===== src/rtl/sat_counter.sv =====
// Saturating up-counter with asynchronous active-high reset.
// The counter sticks at all-ones once reached.
module sat_counter #(
    parameter int W = 8
) (
    input  logic         clock,
    input  logic         reset,
    input  logic         inc,
    output logic [W-1:0] value
);

    logic [W-1:0] value_q;
    logic [W-1:0] value_d;

    always_comb begin
        value_d = value_q;
        if (inc && (value_q != {W{1'b1}})) begin
            value_d = value_q + W'(1);
        end
    end

    always_ff @(posedge clock or posedge reset) begin
        if (reset) begin
            value_q <= '0;
        end else begin
            value_q <= value_d;
        end
    end

    assign value = value_q;

endmodule


===== config.mk =====
export PLATFORM = sky130hd
export DESIGN_NAME = sat_counter
export DESIGN_NICKNAME = d
export VERILOG_FILES = /design/src/rtl/sat_counter.sv
export SDC_FILE = /design/constraint.sdc
export NUM_CORES = 1
export LEC_CHECK = 0
export CAP_MARGIN = 15
export CORE_AREA = 2 2 39 41
export CTS_CLUSTER_SIZE = 24
export DETAILED_ROUTE_END_ITERATION = 7
export DIE_AREA = 0 0 41 43
export PLACE_DENSITY_LB_ADDON = 0.05
export REMOVE_ABC_BUFFERS = 1
export SLEW_MARGIN = 20
export SYNTH_ARGS = -nofsm -noshare
export SYNTH_HDL_FRONTEND = slang
export SYNTH_SLANG_ARGS = --single-unit

===== constraint.sdc =====
create_clock -name clock -period 3.55 [get_ports clock]
set_clock_uncertainty 0.2 [all_clocks]
set_input_delay 0.71 -clock clock [delete_from_list [all_inputs] [get_ports clock]]
set_output_delay 0.71 -clock clock [all_outputs]
set_load 0.01 [all_outputs]

== After elaboration in Yosys (flattened, before gate mapping) ==
Cells that the tools add are included.

* $add $sub $neg: 1
* Equal/unequal tests: 1
* Reductions and logical operators: 1

{| class="wikitable"
|+ Operators with widths
! cell !! number
|-
| adder 8 x 1 -> 8 bit, second input constant || 1
|-
| != test 8 bit, second input constant || 1
|-
| logical AND 1 bit || 1
|}

* Register bits: 8
* Input bits: 3
* Output and inout bits: 8
* Logic and storage cells: 4

== Longest topological paths before layout ==
Gate-level depths: netlist of the first run.

* Depth after elaboration: 2
* Gate-level depth with buffers: 4
* Mapped depth without buffers: 4

== Least setup slack after synthesis of the first run ==
No wires, ideal clock.

* Path kind: reg2reg
* From: register value_q[0] (netlist: value[0])
* To: register value_q[1] (netlist: value[1])
* Library setup time: 0.128 ns
* Data arrival time: 1.373 ns
* Data required time: 3.222 ns
* Slack: 1.850 ns
* Cell stages (with the launch flop): 5
* Buffers on the path: 0
* Period minus slack after synthesis: 1.700 ns
* Cell sequence: dfrtp_1 -> ha_1 -> nand4_4 -> o21ai_2 -> mux2_1

* Word-level cells in the longest chain between the ends: 2
* Elaborated cells on any way between the ends: 3
* Classes of those cells: 1 x add/sub; 1 x eq/ne; 1 x reduce/logical

{| class="wikitable"
|+ RTL lines
! element !! line !! source
|-
| start: declaration || 12 || <nowiki>logic [W-1:0] value_q;</nowiki>
|-
| start signal: assignment || 26 || <nowiki>value_q <= value_d;</nowiki>
|-
| branches (longest 2 deep; another with adder 8 x 1 -> 8 bit) || -- ||
|}

Parallel ways; which one is timed is not known.
A chain may end at the register's enable or synchronous reset.

== Final worst setup path of the first run ==
* From: register value_q[2] (netlist: value[2])
* To: output value[2]

{| class="wikitable"
|+ RTL lines
! element !! line !! source
|-
| end: declaration || 9 || <nowiki>output logic [W-1:0] value</nowiki>
|}

No word-level cell between the ends.

==> results of run 1 <==
power groups by stage:
| stage | combinational, mW | sequential, mW | clock [mW] |
|---|---|---|---|
| 2_1_floorplan | 0.0854 | 0.211 | 0 |
| 3_3_place_gp | 0.201 | 0.204 | 0 |
| 3_5_place_dp | 0.203 | 0.203 | 0 |
| 4_1_cts | 0.204 | 0.203 | 0.0715 |
| 5_1_grt | 0.219 | 0.213 | 0.0766 |
| 6_report | 0.199 | 0.202 | 0.0684 |
layer usage:
metal	share of wire, %	global-route usage, %	up-vias	wire [um]
li1	-	-	169	-
met1	47	15.5	172	405
met2	47	17.5	8	405
met3	4.0	3.14	2	34
met4	1.3	10.0	0	11
met5	0	0	-	0
area by class of cell:
type,count,area [um2],share of cell area (%)
multi-input combinational,29,215,38.3
sequential,8,200,35.6
timing repair buffer,10,100,17.8
clock buffer,3,22.5,4.01
tap,16,20.0,3.56
inverter,1,3.75,0.668
through the flow:
step                total power, mW  std cells  hold slack, ns  setup WS, ns  instance area [um2]
floorplan                     0.296         38           0.326          1.85                  419
global placement              0.404         64           0.299          1.27                  539
detailed placement            0.406         64           0.306          1.21                  539
CTS                           0.478         67           0.318          1.28                  562
global route                  0.509         67           0.353          1.25                  562
finish                        0.470         67           0.315          1.30                  562
cells by family (layout without fill, tap and decap cells):
family          count (synthesis)  count (layout)  share of synthesized area [%]
compound gates                  8               8                           14.6
xor+xnor                        1               1                           2.09
fa+ha+maj                       1               1                           2.98
buf+inv                         1              14                          0.895
flops                           8               8                           47.8
mux                             4               4                           10.7
simple gates                   15              15                           20.9
cells in the final DEF, fill, tap and decap left out, drive strengths merged:
master	n
nand3	3
nand4	4
o21ai	2
nor3	2
a21boi	1
a21oi	1
ha	1
o2111a	1
o21bai	2
o31a	1
inv	1
mux2	4
clkdlybuf4s50	10
dfrtp	8
clkbuf	3
nor2	2
xnor2	1
nand2	4
path summary, 6_finish.rpt:
path                       slack, ns        to      from
hold reg to reg                 0.31  value[6]  value[6]
setup reg to reg                1.78  value[1]  value[0]
hold / removal                  0.31  value[6]  value[6]
max in group asynchronous       2.40  value[6]     reset
min in group asynchronous       0.51  value[3]     reset
setup / recovery                1.30  value[2]  value[2]
==> results.md, run 1 <==
- Total CTS buffers: 3
- Post-CTS setup buffer count: 0
- Hold-fix buffers at CTS: 0
- Quantity of gates resized following cts: 0
- Max Cap Violations: 0
- CP top delay family: buffers and inverters
- Cell taking the most area after synthesis: dfrtp_1
- CP max stage delay: 0.59 ns
- Crit Path Max Fanout: 8
- Slowest cell on crit path: clkdlybuf4s50_1
- PD cells: approximately 840 nW/um2
- Commonest cells post-synth: dfrtp_1 (8), nand2_1 (4), mux2_1 (3), nand3_1 (3), nand4_1 (3)
- Setup CP Type: flop to output port
- Cell count of the worst reg-to-reg path: 4
- Total Routing Usage GR: 12.5%
- Setup TNS: 0 ns
- FILL cells: 145
- Clk buf depth: 2
- EDFF count, synth: 0
- Comb power frac: between 40 and 50%
- Slew Limit Fails: 0
- Fmax: 444 MHz
- Vias in the first global route: 335
- Clock Latency Late Sink: 0.25 ns
- Top Ports: 11
- CTS sink count: 8
- LEAKAGE: 0.216 nW
- Critical path depth: 1
- Routability cong.: roughly 0.7
- Maximum number of pins on one net before global-route repair: 9
- Worst EP arrival: 1.34 ns
- ANT nets after route: 0
- Seq pwr share: a little over two fifths
- Top_reg_cell synth: dfrtp_1
- Vias per cell: 5.24
- Vias: 351
- Outcome: finished, final reports clean
- Core outline area: 1380 um2
- CTS tree: done
- CTS H-tree lvls: 1
- Total grt overflow: 0
- Worst endpoint required time: 2.64 ns
- Synthesized cell area: 419 um2
- Clock group share of total power: 14.6%
- Sw Ratio: 38.1%
- Unrepaired setup endpoints after global routing: no
- Buf/Inv on CP: 1
- Most area-consuming cells after synthesis: dfrtp_1 (48%), mux2_1 (8.1%), nand4_4 (5.1%)
- Sw power: 179 uW
- Nets@finish: 57
- Syn-to-layout area delta: 34.0%
- Ys async rst share: 100%
- Gate Count Post-Synth: 38
- Layout cells sized above 1: 11.8%
- Setup violators final: 0
- Syn. warnings: 0
- # DRC: 0
- Initial DRC count: 5
- Floorplan row count: 14
- CTS root buf: clkbuf_4
- Die ar.: roughly 1800 um2
- Endpoint class of the critical path: output port
- #FFs+latches synth: 8
- Hold/Removal Path Class: flop to flop
- Crit path launch type: flop
- Cell Chain, Critical Path: clkdlybuf4s50_1
- Initial antenna violation count: 0
- Inserted Diodes: 0
- Max reg flops: 8
- Post-synth top area share: 47.8%
- Least-Margin Pin Slew: between 0.3 and 0.4 ns
- First-pass GRT wire length: 1430 um
- Min Tclk post-route: 2.25 ns
- Die Wd: 41 um
- Fin crit share: 63.4%
- Peak VDD IR: 0.304 mV
- Syn_area_per_cell: 11.0 um2
- Routed WL per cell: 12.8 um
- Seq/Total Area, Yosys: a little under half
- Chip Height: 43 um
- Netlist cell types: 19
- Pint: 291 uW
- Slew headroom: about 79%
- Final hold violations: 0
- Final wirelength: 856 um
- Most instantiated library cell after synthesis: dfrtp_1
- Clock transition at the registers of the reported paths: 0.06 ns
- I/O Buffers: 10
- Drt pass-1 iters: 2
- Final HPWL DP: 665 um
- Initial core utilization: 30.3%
- Post-layout util: 40.6%
- Hold depth: 1
(Power assumes the default switching activity.)
==> inputs of run 2 (changes only) <==
==> constraint.sdc (replaced) <==
create_clock -name clock -period 1.8 [get_ports clock]
set_clock_uncertainty 0.2 [all_clocks]
set_input_delay 0.36 -clock clock [delete_from_list [all_inputs] [get_ports clock]]
set_output_delay 0.36 -clock clock [all_outputs]
set_load 0.01 [all_outputs]
==> results.md, run 2 (synthesis gave the netlist of run 1 again) <==
- Outcome: finished, final reports clean
- CP top delay family: buffers and inverters
- # DRC: 0 (unchanged)
- Die ar.: 1760 um2 (unchanged)
- Slew headroom: 79.7% (+1.2 points)
- Final wirelength: 977 um (+14%)
- Design Power: 992 uW (+110%)
- Clock Latency Late Sink: 0.25 ns (about the same)
- Seq pwr share: 36.3% (-6.7 points)
- CTS root buf: clkbuf_4
- Slowest cell on crit path: clkdlybuf4s50_1
- Worst r2r src: value[0]
- Final HPWL DP: 745 um (+12%)
- Clock group share of total power: 13.8% (-0.8 points)
- Comb power frac: 49.9% (+7.5 points)
- Fin cells: 75 (+12%)
- Pint: 616 uW (+110%)
- Final hold violations: 0 (unchanged)
- Commonest non-fill, non-tap cell in the layout: buf_4
- Nets@finish: 65 (+14%)
- Placed Cells: 70 (+9.4%)
- Setup CP Type: flop to output port
- CTS tree: done
- Cell Chain, Critical Path: clkdlybuf4s50_1
- Sw Ratio: 37.9% (-0.18 points)
- Highest routed layer: met3
- LEAKAGE: 0.310 nW (+44%)
- Endpoint class of the critical path: output port
- Maximum number of pins on one net before global-route repair: 9 (unchanged)
- CTS H-tree lvls: 1 (unchanged)
- Layout cells sized above 1: 27.1% (+15 points)
- Routed WL per cell: 13.0 um (+2.0%)
- Worst hold slack: 0.151 ns (-0.164 ns)
- Crit path launch type: flop
- Syn-to-layout area delta: 50.4%
- Worst endpoint required time: 1.24 ns (-1.40 ns)
- Area after detailed placement: 584 um2 (+8.4%)
- Worst setup startpoint: value[5]
- Chip Height: 43 um (unchanged)
- Total Routing Usage GR: 14.5% (+2.0 points)
- Clk buf depth: 2 (unchanged)
- Vias per cell: 4.97 (-5.1%)
- Max reg flops: 8 (unchanged)
- Die Wd: 41 um (unchanged)
- Initial DRC count: 6 (+1)
- Max Cap Violations: 0 (unchanged)
- Routability cong.: 0.698 (about the same)
- Hold/Removal Path Class: input pin to async pin
- Design area: 631 um2 (+12%)
- Min Tclk post-route: 1.70 ns
- PD cells: 1570 nW/um2 (+88%)
- Setup violators final: 0 (unchanged)
- Initial core utilization: 30.3% (unchanged)
- Least-Margin Pin Slew: 0.304 ns (-0.0180 ns)
- Sw power: 376 uW (+110%)
- Initial antenna violation count: 0 (unchanged)
- Buf/Inv on CP: 1 (unchanged)
- Inserted Diodes: 0 (unchanged)
- Fin crit share: 94.3%
- Cell count of the worst reg-to-reg path: 4 (unchanged)
- Met2 wire length: 481 um (+19%)
- Unrepaired setup endpoints after global routing: no
- Crit Path Max Fanout: 3 (-5)
- Vias in the first global route: 403 (+20%)
- Setup TNS: 0 ns (unchanged)
- Most frequent cells in the layout: buf_4 (8), dfrtp_1 (6), nand2_1 (4), dlymetal6s2s_1 (4)
- CTS sink count: 8 (unchanged)
- Core outline area: 1380 um2 (unchanged)
- ANT nets after route: 0 (unchanged)
- Drt pass-1 iters: 2 (unchanged)
- I/O Buffers: 10 (unchanged)
- Total CTS buffers: 3 (unchanged)
- CP max stage delay: 0.54 ns (-0.05 ns)
- Clock transition at the registers of the reported paths: 0.06 ns (about the same)
- First-pass GRT wire length: 1750 um (+22%)
- Vias: 373 (+6.3%)
- Total grt overflow: 0 (unchanged)
- Met3 WL: 35 um (+2.9%)
- Critical path depth: 1 (unchanged)
- Slew Limit Fails: 0 (unchanged)
- Hold-fix buffers at CTS: 0 (unchanged)
- Worst EP arrival: 1.14 ns (-0.20 ns)
- M1 WL: 459 um (+13%)
- Peak VDD IR: 0.664 mV (+120%)
- Top Ports: 11 (unchanged)
- Fmax: ~600 MHz
- Floorplan row count: 14 (unchanged)
-- run 2: changes by cell type in the layout (fill, tap and decap cells not counted) --
cell	before	now
buf_4	0	8
clkdlybuf4s50_1	10	3
dfrtp_1	8	6
dfrtp_2	0	2
dlygate4sd2_1	0	3
dlymetal6s2s_1	0	4
-- run 2: timing repair --
item                                   4_1_cts  5_1_grt
setup buffers                                0        2
gates resized for setup                      5        4
endpoints found under the hold margin        0        0
setup endpoints to repair                    4        5
-- run 2: layout make-up --
| class | instances | area, um2 |
|---|---|---|
| Inverter | 1 | 3.75 |
| Timing Repair Buffer | 18 | 166 |
| Sequential cell | 8 | 203 |
| Clock buffer | 3 | 22.5 |
| Tap cell | 16 | 20.0 |
| Fill cell | 133 | 753 |
| Multi-Input combinational cell | 29 | 215 |
-- run 2: final timing paths --
| path | slack (ns) | endpoint |
|---|---|---|
| max in group asynchronous | 1.00 | value[3] |
| worst max register to register | 0.19 | value[1] |
| min in group clock | 0.32 | value[6] |
| worst min register to register | 0.32 | value[6] |
| worst min-delay path | 0.15 | value[7] |
| worst max-delay path | 0.10 | value[5] |
-- run 2: power by group through the flow --
| stage | registers [mW] | clock network (mW) | logic (mW) |
|---|---|---|---|
| floorplan | 0.416 | 0 | 0.168 |
| global placement | 0.363 | 0 | 0.496 |
| detailed placement | 0.366 | 0 | 0.506 |
| CTS | 0.369 | 0.141 | 0.483 |
| global route | 0.374 | 0.156 | 0.550 |
| finish | 0.360 | 0.137 | 0.495 |
-- run 2: per-stage QoR --
step | setup slack, ns | util (%)
floorplan | 0.0999 | -
global placement | 0.0347 | 42.2
detailed placement | 0.00971 | 42.2
CTS | 0.000828 | 43.8
global route | 0.0561 | 45.6
finish | 0.102 | 45.6
-- run 2: metal layers --
layer / global-route usage (%) / up-vias
li1: - / 187
met1: 19.6 / 178
met2: 21.6 / 8
met3: 1.57 / 0
met4: 8.00 / 0
met5: 0 / -
==> inputs of run 3 (changes only) <==
--- a/config.mk
+++ b/config.mk
@@ -5,7 +5,7 @@
 export SDC_FILE = /design/constraint.sdc
 export NUM_CORES = 1
 export LEC_CHECK = 0
-export CAP_MARGIN = 15
+export CAP_MARGIN = 20
 export CORE_AREA = 2 2 39 41
 export CTS_CLUSTER_SIZE = 24
 export DETAILED_ROUTE_END_ITERATION = 7
==> results of run 3 <==
No change in the layout: final DEF, timing and power equal those of run 2.
==> patch 1, RTL diff (config.mk and constraints of run 2) <==
Make the reset (`reset`) synchronous in one clocked block. Comments in the files are not updated.
--- a/src/rtl/sat_counter.sv
+++ b/src/rtl/sat_counter.sv
@@ -19,7 +19,7 @@
         end
     end
 
-    always_ff @(posedge clock or posedge reset) begin
+    always_ff @(posedge clock) begin
         if (reset) begin
             value_q <= '0;
         end else begin
Behaviour: differs if reset is asserted again (counterexample within 4 cycles, from zero or initial values and one cycle with reset high); with reset held inactive, the same outputs for 10 cycles.
==> patch 1 against run 2 <==
Wire length is 2.1% lower. Setup slack got worse by 0.067 ns. Sequential cell count stayed put. Count of clock-buffer cells in the layout unchanged. Maximum frequency down 3.8%. Final area decreased by 6.3%. Synthesized area increased by 2.7%. Critical path depth did not move. Critical endpoint is now value[3].
Power is not compared: it rests on default switching activity, and its combinational part moved more than twofold at a synthesized area within 25%.
==> patch 1: results <==
outcome:
  status: "finished, final reports clean"
global_route:
  grt_start_max_net_pins: 9
  grt_pass1_wl_um: 1600
  track_usage: 0.1341
  grt_pass1_vias: 365
timing:
  tightestPinTransition_ns: 0.2695
  holdWs_ns: 0.3008
cts:
  htreeDepth: 1
  path_clk_slew_ns: 0.05
  cts-root-buf: "clkbuf_4"
  cts-buffers-inserted: 3
  cts_setup_buffers: 0
  clk_latency_ns: 0.25
yosys:
  synthTopCellsByArea: "dfxtp_1 (37%), a21oi_1 (5.8%), a21boi_4 (4.4%)"
  yosys-mux-area-fraction: 0.05814
  yosysWarnings: 0
  synth_compound_area_frac: 0.2587
  synth_adder_area_share: 0.02907
  synth_top_cells_by_count: "dfxtp_1 (8), a21oi_1 (5), nand2_1 (5)"
  synth_xor_area_frac: 0
  ys_types: 25
  async_reset_ff_frac: 0
  ys_seq_area_frac: 0.3721
setup_path:
  critPathMaxStageDelay_ns: 0.56
  cp_slowest_cell: "clkdlybuf4s50_1"
  path_max_fanout: 8
  rrSetupSlack_ns: 0.18
  arrival_ns: 1.21
  r2r_start: "value[0]"
  reg2regPathDepth: 4
  timing.rr.end: "value[0]"
worst_hold_path:
  worstHoldStart: "value[4]"
  hold-path-endpoint: "value[4]"
  min_path_type: "reg2reg"
power_and_ir_drop:
  ir_drop_mv: 0.4176
  internal_power_w: 0.0002819
  leakagePower_nw: 0.2667
finish:
  largest_register_ffs: 8
  drive_gt1_frac: 0.2500
  antennaDiodeCount: 0
  final_nets: 66
place:
  placed_area_um2: 554.3
  dp_slack_ns: -0.05034
  place_hpwl_um: 743.1
  gp_congestion: 0.8081
  port_buffers: 10
route:
  drtIter0Drc: 2
  vias: 410
  wl_um: 956
  firstDrtPassIters: 4
==> patch 1: cell types whose count changed after synthesis, moves of 2 or more <==
cell / before / now
and4_1: 0 / 2
a21oi_1: 1 / 5
dfxtp_1: 0 / 8
a211oi_1: 0 / 2
mux2_1: 3 / 0
dfrtp_1: 8 / 0
==> patch 1: logic make-up (layout without fill, tap and decap cells) <==
| kind of cell | count (synthesis) | count (layout) |
|---|---|---|
| buffers and inverters | 2 | 16 |
| muxes | 2 | 2 |
| DFF | 8 | 8 |
| adders and majority gates | 1 | 1 |
| AOI/OAI and AO/OA | 15 | 15 |
| and+or+nand+nor | 18 | 18 |
==> patch 1: worst max path at each step <==
stage,cells after the start,slack (ns),to,from
floorplan,4,0.21,value[0],value[0]
global placement,4,-0.001,value[3],inc
detailed placement,4,-0.05,value[3],inc
CTS,1,0.0009,value[0],value[0]
global route,1,0.008,value[3],value[3]
finish,1,0.03,value[3],value[3]
==> patch 1: per-stage QoR <==
stage / std cells / power (W)
2_1_floorplan: 45 / 0.0002082
3_3_place_gp: 73 / 0.0002313
3_5_place_dp: 73 / 0.0002322
4_1_cts: 76 / 0.0003662
5_1_grt: 76 / 0.0003781
6_report: 76 / 0.0003606
==> patch 1: tightest hold or removal path, delay by kind of cell, from the launching register on <==
| family | cells | cell delay, ns |
|---|---|---|
| AOI/OAI and AO/OA | 1 | 0.06 |
| DFF | 1 | 0.34 |
| and+or+nand+nor | 1 | 0.06 |
==> patch 1: metal layers <==
metal,global-route usage,share of wire
met1,0.1792,0.46
met2,0.1875,0.47
met3,0.03141,0.050
met4,0.08000,0.018
met5,0,0
==> patch 1: timing repair <==
item | 4_1_cts | 5_1_grt
cloned | 0 | 0
endpoints found under the hold margin | 0 | 0
endpoints found under the setup margin | 4 | 4
gates resized for setup | 4 | 4
==> patch 1: cell type report <==
cell class	count	area, um2
fill	148	793.3
inverter	1	3.754
clock buffer	3	22.52
tap	16	20.02
timing repair buffer	12	122.6
sequential	8	166.4
multi-input combinational	36	255.2
==> patch 1: power groups by stage <==
stage	clock network [W]	registers [W]	logic [W]
after global placement	0	0.000192	0.0000395
after CTS	0.000137	0.000188	0.0000406
after detailed placement	0	0.000192	0.0000404
after global routing	0.000145	0.000190	0.0000438
final	0.000133	0.000189	0.0000393
after floorplan	0	0.000193	0.0000155
==> patch 2, RTL diff (settings of run 2) <==
Without the edit above. `W`: 8 -> 10.
--- a/src/rtl/sat_counter.sv
+++ b/src/rtl/sat_counter.sv
@@ -1,7 +1,7 @@
 // Saturating up-counter with asynchronous active-high reset.
 // The counter sticks at all-ones once reached.
 module sat_counter #(
-    parameter int W = 8
+    parameter int W = 10
 ) (
     input  logic         clock,
     input  logic         reset,
Ports: changed (resized value); port bits go from 11 to 13. No check against the original RTL was run, so the function may have changed too.
==> patch 2 against run 2 <==
Synthesized area up 33%. Setup slack got worse by 0.021 ns. Register-to-register slack is essentially flat. Sequential power rose by 2%. Final area rose by 32%. Wire length increased by 16%. Sequential cell count is 2 higher. Power is 12% higher.
==> patch 2: results <==
place:
  place_hpwl_um: 819.7
  gp_congestion: 0.7474
  port_buffers: 12
  placed_area_um2: 750.7
  place_inst: 84
  dp_slack_ns: -0.1656
finish:
  drive_gt1_frac: 0.3896
  final_cells: 93
  final_nets: 82
  largest_register_ffs: 10
  fillerInstances: 116
  antennaDiodeCount: 0
setup_path:
  arrival_ns: 1.16
  path_max_fanout: 2
  crit_family: "buffers and inverters"
  critPathMaxStageDelay_ns: 0.53
  rrSetupSlack_ns: 0.19
  r2r_start: "value[2]"
  timing.rr.end: "value[1]"
  reg2regPathDepth: 4
  cp_slowest_cell: "clkdlybuf4s50_1"
cts:
  cts-buffers-inserted: 3
  cts.path.max_buffers: 2
  cts-root-buf: "clkbuf_4"
  htreeDepth: 1
  path_clk_slew_ns: 0.07
  clk_latency_ns: 0.26
  cts_hold_buf: 0
global_route:
  track_usage: 0.1657
  grt_start_max_net_pins: 11
  grt_pass1_wl_um: 1925
  grt_pass1_vias: 426
  antenna_found_initial: 0
  overflow: 0
yosys:
  synthTopCellsByArea: "dfrtp_1 (45%), a2111oi_4 (4.9%), mux2_1 (4.0%)"
  synth_adder_area_share: 0.02242
  ys_types: 28
  synth_compound_area_frac: 0.1457
  synth_top_cells_by_count: "dfrtp_1 (10), a21oi_1 (4), nor3_1 (4), nand4_1 (3)"
  synth_xor_area_frac: 0.03139
  synth_most_common_cell: "dfrtp_1"
  avgSynthCellArea_um2: 11.39
  async_reset_ff_frac: 1.000
  ys_seq_area_frac: 0.4484
  yosys-mux-area-fraction: 0.09865
  yosysWarnings: 0
outcome:
  status: "finished, final reports clean"
power_and_ir_drop:
  ir_drop_mv: 0.9305
  leakagePower_nw: 0.3816
route:
  drtIter0Drc: 11
  vias_per_cell: 5.065
  wl_um: 1135
  firstDrtPassIters: 2
timing:
  tightestPinTransition_ns: 0.4067
  setup_viol: 0
  holdWs_ns: 0.1820
worst_hold_path:
  min_path_type: "in2async"
-- patch 2: metal layers --
layer | up-vias | share of wire | global-route usage
li1 | 242 | - | -
met1 | 221 | 0.50 | 0.2341
met2 | 6 | 0.45 | 0.2250
met3 | 2 | 0.033 | 0.04712
met4 | 0 | 0.017 | 0.08000
met5 | - | 0 | 0
-- patch 2: cells by family (layout without fill, tap and decap cells) --
logic type | after synthesis | count (layout)
simple gates | 20 | 20
buf+inv | 2 | 30
mux | 5 | 5
xor+xnor | 2 | 2
compound gates | 9 | 9
flops | 10 | 10
fa+ha+maj | 1 | 1
-- patch 2: how the worst max path moves through the flow --
| stage | startpoint | to | slack, ns | cells past startpoint |
|---|---|---|---|---|
| after floorplan | value[0] | value[1] | -0.01 | 4 |
| after global placement | inc | value[8] | -0.17 | 5 |
| after detailed placement | inc | value[8] | -0.17 | 5 |
| after CTS | value[9] | value[9] | 0.01 | 1 |
| after global routing | value[7] | value[7] | 0.03 | 1 |
| final | value[6] | value[6] | 0.08 | 1 |
-- patch 2: repair_timing --
action,in CTS,in global routing
buffers inserted,5,0
gates resized for setup,8,2
endpoints found under the setup margin,9,2
hold endpoints to repair,0,0
-- patch 2: through the flow --
step	utilization	power, W
final	0.6013	0.001110
after global routing	0.6013	0.001203
after CTS	0.5976	0.001130
after detailed placement	0.5425	0.0008954
after global placement	0.5425	0.0008916
after floorplan	-	0.0006229
-- patch 2: final cells by class --
cell class,instances,area (um2),share of cell area
Multi-Input combinational cell,37,300.3,0.3609
Tap cell,16,20.02,0.02406
Timing Repair Buffer,24,211.5,0.2541
Sequential cell,10,256.5,0.3083
Clock buffer,4,36.28,0.04361
Inverter,2,7.507,0.009023
-- patch 2: power breakdown --
part           total, W  switching, W  leakage, nW  internal (W)
registers      0.000366     0.0000625        0.120      0.000304
logic          0.000539      0.000252        0.241      0.000287
clock network  0.000205     0.0000824       0.0210      0.000123
